$ cat src/rtl/neuron_acc_pkg.sv
`default_nettype none
// ============================================================================
// Module      : neuron_acc_pkg
// Description : Shared word-size definitions and accumulator state encoding.
// Revision    : 1.0 - initial release
// ============================================================================
package neuron_acc_pkg;

    localparam int WORD_DATA_WIDTH = 32;
    typedef logic [WORD_DATA_WIDTH-1:0] word_data_bus_t;

    localparam logic ENABLE  = 1'b1;
    localparam logic DISABLE = 1'b0;

    typedef enum logic [1:0] {
        IDLE   = 2'd0,
        ACCUM  = 2'd1,
        BIAS   = 2'd2,
        OUTPUT = 2'd3
    } acc_state_e;

endpackage
`default_nettype wire

$ cat src/rtl/neuron_acc_if.sv
`default_nettype none
// ============================================================================
// Module      : neuron_acc_if
// Description : Control, product stream and result handshake of one neuron.
// Revision    : 1.0 - initial release
// ============================================================================
interface neuron_acc_if #(
    parameter int DATA_WIDTH = 32,
    parameter int CNT_WIDTH  = 8
) ();
    logic                  start;
    logic [CNT_WIDTH-1:0]  num_in;
    logic [DATA_WIDTH-1:0] bias;
    logic                  mu_rdy;
    logic [DATA_WIDTH-1:0] mu_out;
    logic                  acc_ack;
    logic [DATA_WIDTH-1:0] acc_out;
    logic                  acc_rdy;
    logic                  busy;
    logic                  drop_err;

    modport master (
        output start, num_in, bias, mu_rdy, mu_out, acc_ack,
        input  acc_out, acc_rdy, busy, drop_err
    );

    modport slave (
        input  start, num_in, bias, mu_rdy, mu_out, acc_ack,
        output acc_out, acc_rdy, busy, drop_err
    );
endinterface
`default_nettype wire

$ cat src/rtl/neuron_acc_sat_clip.sv
`default_nettype none
// ============================================================================
// Module      : sat_clip
// Description : Combinational signed saturator from IN_WIDTH to OUT_WIDTH.
// Revision    : 1.0 - initial release
// ============================================================================
module sat_clip #(
    parameter int IN_WIDTH  = 41,
    parameter int OUT_WIDTH = 32
) (
    input  wire logic signed [IN_WIDTH-1:0]  i_din,
    output logic signed      [OUT_WIDTH-1:0] o_dout
);
    localparam logic signed [OUT_WIDTH-1:0] C_MAX = {1'b0, {(OUT_WIDTH-1){1'b1}}};
    localparam logic signed [OUT_WIDTH-1:0] C_MIN = {1'b1, {(OUT_WIDTH-1){1'b0}}};

    // The value fits only when every bit above the output sign bit copies it.
    logic [IN_WIDTH-OUT_WIDTH:0] w_upper;
    logic                        w_fits;

    always_comb begin
        w_upper = i_din[IN_WIDTH-1:OUT_WIDTH-1];
        w_fits  = (&w_upper) | ~(|w_upper);
        if (w_fits) begin
            o_dout = i_din[OUT_WIDTH-1:0];
        end else if (i_din[IN_WIDTH-1]) begin
            o_dout = C_MIN;
        end else begin
            o_dout = C_MAX;
        end
    end
endmodule
`default_nettype wire

$ cat src/rtl/neuron_acc.sv
`default_nettype none
// ============================================================================
// Module      : neuron_acc
// Description : Sums a counted stream of signed products, adds bias, saturates
//               and holds the result under a valid/ack handshake.
// Revision    : 1.0 - initial release
// ============================================================================
module neuron_acc
    import neuron_acc_pkg::*;
#(
    parameter int DATA_WIDTH = WORD_DATA_WIDTH,
    parameter int CNT_WIDTH  = 8,
    parameter int ACC_WIDTH  = DATA_WIDTH + CNT_WIDTH + 1
) (
    input wire logic    clk,
    input wire logic    reset,
    neuron_acc_if.slave bus
);
    localparam logic [CNT_WIDTH-1:0] C_CNT_ONE = {{(CNT_WIDTH-1){1'b0}}, 1'b1};

    acc_state_e                   r_state;
    acc_state_e                   w_state_next;
    logic signed [ACC_WIDTH-1:0]  r_acc;
    logic [CNT_WIDTH-1:0]         r_cnt;
    logic [CNT_WIDTH-1:0]         r_num;
    logic [DATA_WIDTH-1:0]        r_bias;
    logic [DATA_WIDTH-1:0]        r_acc_out;
    logic                         r_acc_rdy;
    logic                         r_busy;
    logic                         r_drop_err;

    logic                         w_accept_start;
    logic                         w_accept_prod;
    logic                         w_last_prod;
    logic signed [ACC_WIDTH-1:0]  w_prod_ext;
    logic signed [ACC_WIDTH-1:0]  w_biased;
    logic signed [DATA_WIDTH-1:0] w_sat;

    always_comb begin
        w_accept_start = (r_state == IDLE) && bus.start;
        w_accept_prod  = (r_state == ACCUM) && bus.mu_rdy;
        w_last_prod    = (r_cnt == (r_num - C_CNT_ONE));
        w_prod_ext     = {{(ACC_WIDTH-DATA_WIDTH){bus.mu_out[DATA_WIDTH-1]}}, bus.mu_out};
        w_biased       = r_acc + {{(ACC_WIDTH-DATA_WIDTH){r_bias[DATA_WIDTH-1]}}, r_bias};
    end

    sat_clip #(
        .IN_WIDTH  (ACC_WIDTH),
        .OUT_WIDTH (DATA_WIDTH)
    ) u_sat (
        .i_din  (w_biased),
        .o_dout (w_sat)
    );

    always_comb begin
        w_state_next = r_state;
        case (r_state)
            IDLE: begin
                if (bus.start) begin
                    w_state_next = (bus.num_in != '0) ? ACCUM : BIAS;
                end
            end
            ACCUM: begin
                if (bus.mu_rdy && w_last_prod) begin
                    w_state_next = BIAS;
                end
            end
            BIAS: begin
                w_state_next = OUTPUT;
            end
            OUTPUT: begin
                if (bus.acc_ack) begin
                    w_state_next = IDLE;
                end
            end
            default: begin
                w_state_next = IDLE;
            end
        endcase
    end

    always_ff @(posedge clk or posedge reset) begin
        if (reset) begin
            r_state    <= IDLE;
            r_acc      <= '0;
            r_cnt      <= '0;
            r_num      <= '0;
            r_bias     <= '0;
            r_acc_out  <= '0;
            r_acc_rdy  <= DISABLE;
            r_busy     <= DISABLE;
            r_drop_err <= DISABLE;
        end else begin
            r_state <= w_state_next;
            r_busy  <= (w_state_next != IDLE);

            if (w_accept_start) begin
                r_num  <= bus.num_in;
                r_bias <= bus.bias;
                r_acc  <= '0;
                r_cnt  <= '0;
            end else if (w_accept_prod) begin
                r_acc <= r_acc + w_prod_ext;
                r_cnt <= r_cnt + C_CNT_ONE;
            end

            if (r_state == BIAS) begin
                r_acc_out <= w_sat;
                r_acc_rdy <= ENABLE;
            end else if ((r_state == OUTPUT) && bus.acc_ack) begin
                r_acc_rdy <= DISABLE;
            end

            // A start accepted on the same edge as a stray product clears the flag.
            if (w_accept_start) begin
                r_drop_err <= DISABLE;
            end else if (bus.mu_rdy && (r_state != ACCUM)) begin
                r_drop_err <= ENABLE;
            end
        end
    end

    assign bus.acc_out  = r_acc_out;
    assign bus.acc_rdy  = r_acc_rdy;
    assign bus.busy     = r_busy;
    assign bus.drop_err = r_drop_err;
endmodule
`default_nettype wire
$ cat src/flat_wrapper.sv
// flat-port wrapper written by rule: the top's interface ports become plain ports
module neuron_acc_flat import neuron_acc_pkg::*;
#(
    parameter int DATA_WIDTH = WORD_DATA_WIDTH,
    parameter int CNT_WIDTH  = 8,
    parameter int ACC_WIDTH  = DATA_WIDTH + CNT_WIDTH + 1
)
  (clk, reset, bus_start, bus_num_in, bus_bias, bus_mu_rdy, bus_mu_out, bus_acc_ack, bus_acc_out, bus_acc_rdy, bus_busy, bus_drop_err);
  neuron_acc_if #(.DATA_WIDTH(DATA_WIDTH), .CNT_WIDTH(CNT_WIDTH)) bus_i ();
  input wire logic clk;
  input wire logic reset;
  input wire logic [$bits(bus_i.start)-1:0] bus_start;
  input wire logic [$bits(bus_i.num_in)-1:0] bus_num_in;
  input wire logic [$bits(bus_i.bias)-1:0] bus_bias;
  input wire logic [$bits(bus_i.mu_rdy)-1:0] bus_mu_rdy;
  input wire logic [$bits(bus_i.mu_out)-1:0] bus_mu_out;
  input wire logic [$bits(bus_i.acc_ack)-1:0] bus_acc_ack;
  output wire logic [$bits(bus_i.acc_out)-1:0] bus_acc_out;
  output wire logic [$bits(bus_i.acc_rdy)-1:0] bus_acc_rdy;
  output wire logic [$bits(bus_i.busy)-1:0] bus_busy;
  output wire logic [$bits(bus_i.drop_err)-1:0] bus_drop_err;
  assign bus_i.start = bus_start;
  assign bus_i.num_in = bus_num_in;
  assign bus_i.bias = bus_bias;
  assign bus_i.mu_rdy = bus_mu_rdy;
  assign bus_i.mu_out = bus_mu_out;
  assign bus_i.acc_ack = bus_acc_ack;
  assign bus_acc_out = bus_i.acc_out;
  assign bus_acc_rdy = bus_i.acc_rdy;
  assign bus_busy = bus_i.busy;
  assign bus_drop_err = bus_i.drop_err;
  neuron_acc #(.DATA_WIDTH(DATA_WIDTH), .CNT_WIDTH(CNT_WIDTH), .ACC_WIDTH(ACC_WIDTH)) u_core (.clk(clk), .reset(reset), .bus(bus_i));
endmodule
$ cat config.mk
export PLATFORM = sky130hd
export DESIGN_NAME = neuron_acc_flat
export DESIGN_NICKNAME = d
export VERILOG_FILES = /design/src/rtl/neuron_acc_pkg.sv /design/src/rtl/neuron_acc_if.sv /design/src/rtl/neuron_acc_sat_clip.sv /design/src/rtl/neuron_acc.sv /design/src/flat_wrapper.sv
export SDC_FILE = /design/constraint.sdc
export NUM_CORES = 1
export LEC_CHECK = 0
export CORE_ASPECT_RATIO = 0.9
export CORE_MARGIN = 1
export CORE_UTILIZATION = 50
export CTS_BUF_LIST = sky130_fd_sc_hd__clkbuf_2
export CTS_CLUSTER_SIZE = 10
export DETAILED_ROUTE_END_ITERATION = 12
export PLACE_DENSITY_LB_ADDON = 0.12
export SLEW_MARGIN = 20
export SYNTH_ARGS = -nofsm -noshare
export SYNTH_HDL_FRONTEND = slang
export SYNTH_SLANG_ARGS = --single-unit
$ cat constraint.sdc
create_clock -name clk -period 5.9 [get_ports clk]
set_clock_uncertainty 0.05 [all_clocks]
set_input_delay 1.475 -clock clk [delete_from_list [all_inputs] [get_ports clk]]
set_output_delay 1.475 -clock clk [all_outputs]
set_load 0.05 [all_outputs]
==> summary.txt <==
Status: completed
Vias in the first global route: 8441
Number of buffers created by CTS: 17
Total global routing overflow: 0
Final slew viol count: 0
IO buf count: 111
Starting Density: 51.60%
Root buf cell: clkbuf_2
Finished layout cell area: 11390 sq um
FFs w/ async S/R, synth: 100.0%
Post-Route WL: 26710 um
Hold-fix buffers, CTS: 0
Initial antenna violation count: 1
Std-Cell Rows: 48
Ys Warns: 0
Routed wire length per instance: 17.13 um
CP max FO: 26
Slowest stage cell, crit path: dfrtp_1
Commonest non-fill, non-tap cell in the layout: nand2_1
Final worst-path cycle share: 73.08%
Final min period: 4.312 ns
Max incr delay on CP: 0.43 ns
CP Data Arrival Time: 4.83 ns
Gates resized, CTS repair: 0
Die area: 20530 sq um
Reg area: 3153 sq um
Leak pwr: 0.005074 uW
Detailed Place HPWL: 20550 um
Buf+Inv Stages, Crit Path: 2
DP Area: 11180 sq um
Max frequency: 0.2319 GHz
Area of the multi-input gates: 6402 sq um
# IOs: 112
Cell Pwr Density: 645.3 nW/um^2
Synthesized netlist cell count: 1205
Clock Sinks: 126
Final ANT Viol Nets: 0
Clock transition at path regs: 0.22 ns
Hold Path Class: reg2reg
Hold Crit Start: u_core.r_bias[16]
Ratio of cells with drive above 1 in the final layout: 7.034%
EDFF count, synth: 0
Synth Flop Type: dfrtp_1
Area growth syn-to-layout: 14.13%
CTS tree: built
Worst Setup Start Kind: register
Most frequent cells in the layout: 221 x nand2_1, 126 x dfrtp_1, 111 x clkdlybuf4s50_1, 109 x o21ai_0, 85 x nor2_1
WS Path Type: reg2reg
Clock latency on the worst-skew pair: 0.74 ns
CTS Buffer Depth: 2
Total power: 7348 uW
Final Hold Fails: 0
Overall global routing resource usage: 27.52%
Final setup fails: 0
Syn Nets: 1366
Crit path from: u_core.r_acc[0]
Drt drc: 0
WP data required: 6.42 ns
Core ar.: 19340 sq um
Die Wd: 150.9 um
Rel. slew slack: 32.25%
Via-to-Cell Ratio: 5.832
First-pass iteration count of the detailed router: 5
Seq/Total Area, Yosys: 31.60%
Routability cong.: 0.9302
Postcts setup bufs: 0
Number of synthesized register bits: 126
First-pass GRT wire length: 43720 um
Total Nets Final: 1456
Slew @ Worst Pin: 1.013 ns
Synthesized cell area: 9978 sq um
Reg2reg start: u_core.r_acc[0]
RSZ-0062 raised after global routing: false
Total negative slack: 0 ns
Mean Syn Cell Area: 8.281 sq um
DRT iter0 DRCs: 568
H-tree depth: 4
Largest net degree at the start of global routing: 61
Crit-path cells: ha_1 > inv_1 > fa_1 > nand2b_1 > a211oi_1 > o211ai_1 > nand2_1 > o31ai_2 > or3b_1 > a32oi_1 > nand4_1 > o21ai_2 > buf_4 > o22ai_1
Layout Utilization: 58.89%
Die height: 136.0 um
VDD IR max: 0.2226 mV
Vias: 9092
MaxCap Viol Count: 0
Synth unique cells: 76
Number of fill cells: 1852
Family with the most delay on the worst path: compound AO/OA/AOI/OAI gates
Worst Setup End Kind: register
sequential cells by signal, indices dropped and copies added, names as in the netlist:
name and cells:
u_core.r_cnt 8, u_core.bus.acc_out 32, u_core.bus.acc_rdy 1, u_core.bus.busy 1, u_core.r_num 8, u_core.r_acc 41, u_core.r_bias 32, u_core.bus.drop_err 1
u_core.r_state 2
Yosys cell counts (7+ instances only):
| master | count | area [sq um] |
|---|---|---|
| xnor2_1 | 43 | 376.6 |
| nor2_1 | 88 | 330.3 |
| o21ai_0 | 109 | 545.5 |
| a31oi_1 | 13 | 81.33 |
| nor3_1 | 16 | 80.08 |
| o211ai_1 | 11 | 82.58 |
| dfrtp_1 | 126 | 3153 |
| o22ai_1 | 18 | 112.6 |
| inv_1 | 38 | 142.6 |
| a211oi_1 | 14 | 105.1 |
| nor4_1 | 11 | 68.82 |
| and3_1 | 10 | 62.56 |
| clkbuf_1 | 23 | 86.33 |
| buf_6 | 14 | 157.7 |
| nand2_1 | 221 | 829.6 |
| o21bai_1 | 10 | 75.07 |
| nand2b_1 | 18 | 112.6 |
| nand3_1 | 27 | 135.1 |
| o31ai_1 | 7 | 52.55 |
| ha_1 | 82 | 1026 |
| or3_1 | 7 | 43.79 |
| o22ai_2 | 16 | 200.2 |
| a21oi_1 | 74 | 370.4 |
| or2_2 | 8 | 50.05 |
| xor2_1 | 36 | 315.3 |
| nand4_1 | 14 | 87.58 |
| nand3b_1 | 7 | 52.55 |
| a21o_1 | 38 | 285.3 |
power breakdown:
group          switching [uW]  internal [uW]
combinational            3090           2070
clock                     365            152
sequential                407           1260
worst reg2reg max path, stage by stage, from the launching register on:
cell      delay (ns)
dfrtp_1         0.43
ha_1            0.26
inv_1           0.08
fa_1            0.39
nand2b_1        0.20
a211oi_1        0.36
o211ai_1        0.14
nand2_1         0.22
o31ai_2         0.14
or3b_1          0.41
a32oi_1         0.24
nand4_1         0.26
o21ai_2         0.38
buf_4           0.40
o22ai_1         0.17
logic make-up (layout without fill, tap and decap cells):
| family | Yosys count | in the layout | synth area share, % |
|---|---|---|---|
| buf+inv | 85 | 188 | 4.577 |
| xor+xnor | 79 | 79 | 6.934 |
| other cells | 0 | 1 | 0 |
| mux | 3 | 3 | 0.3135 |
| compound gates | 381 | 381 | 25.76 |
| flops | 126 | 126 | 31.60 |
| simple gates | 447 | 447 | 20.14 |
| fa+ha+maj | 84 | 84 | 10.68 |
per-stage QoR:
step	instances	hold WS [ns]	setup WS [ns]
4_1_cts	1558	0.4604	1.646
5_1_grt	1559	0.4893	1.297
2_1_floorplan	1205	0.4023	1.019
6_report	1559	0.4565	1.589
3_3_place_gp	1526	0.4140	1.213
3_5_place_dp	1526	0.4200	1.110
cell type report:
cell class	count	area share (%)
flip-flops and latches	126	27.69
repair buffers	118	10.22
well taps	250	2.747
clock buffers	18	0.7910
multi-input cells	994	56.22
clock inverters	14	1.044
inverters	38	1.274
diodes	1	0.02197
worst paths after layout:
| check | slack (ns) | end | depth (start not counted) |
|---|---|---|---|
| max | 1.59 | u_core.bus.acc_out[10] | 14 |
| min | 0.46 | u_core.r_bias[16] | 2 |
| max reg2reg | 1.59 | u_core.bus.acc_out[10] | 14 |
| min reg2reg | 0.46 | u_core.r_bias[16] | 2 |
| max in group asynchronous | 3.68 | u_core.bus.acc_out[18] | 3 |
| min in group asynchronous | 1.11 | u_core.r_acc[35] | 2 |
per-layer routing:
metal | track usage [%] | share of wire, % | vias to the layer above
met4 | 5.722 | 1.1 | 0
met2 | 40.75 | 43 | 249
met1 | 41.55 | 51 | 4284
li1 | - | - | 4538
met5 | 0 | 0 | -
met3 | 4.765 | 5.5 | 21
No activity file was read; power rests on OpenSTA's default activity.
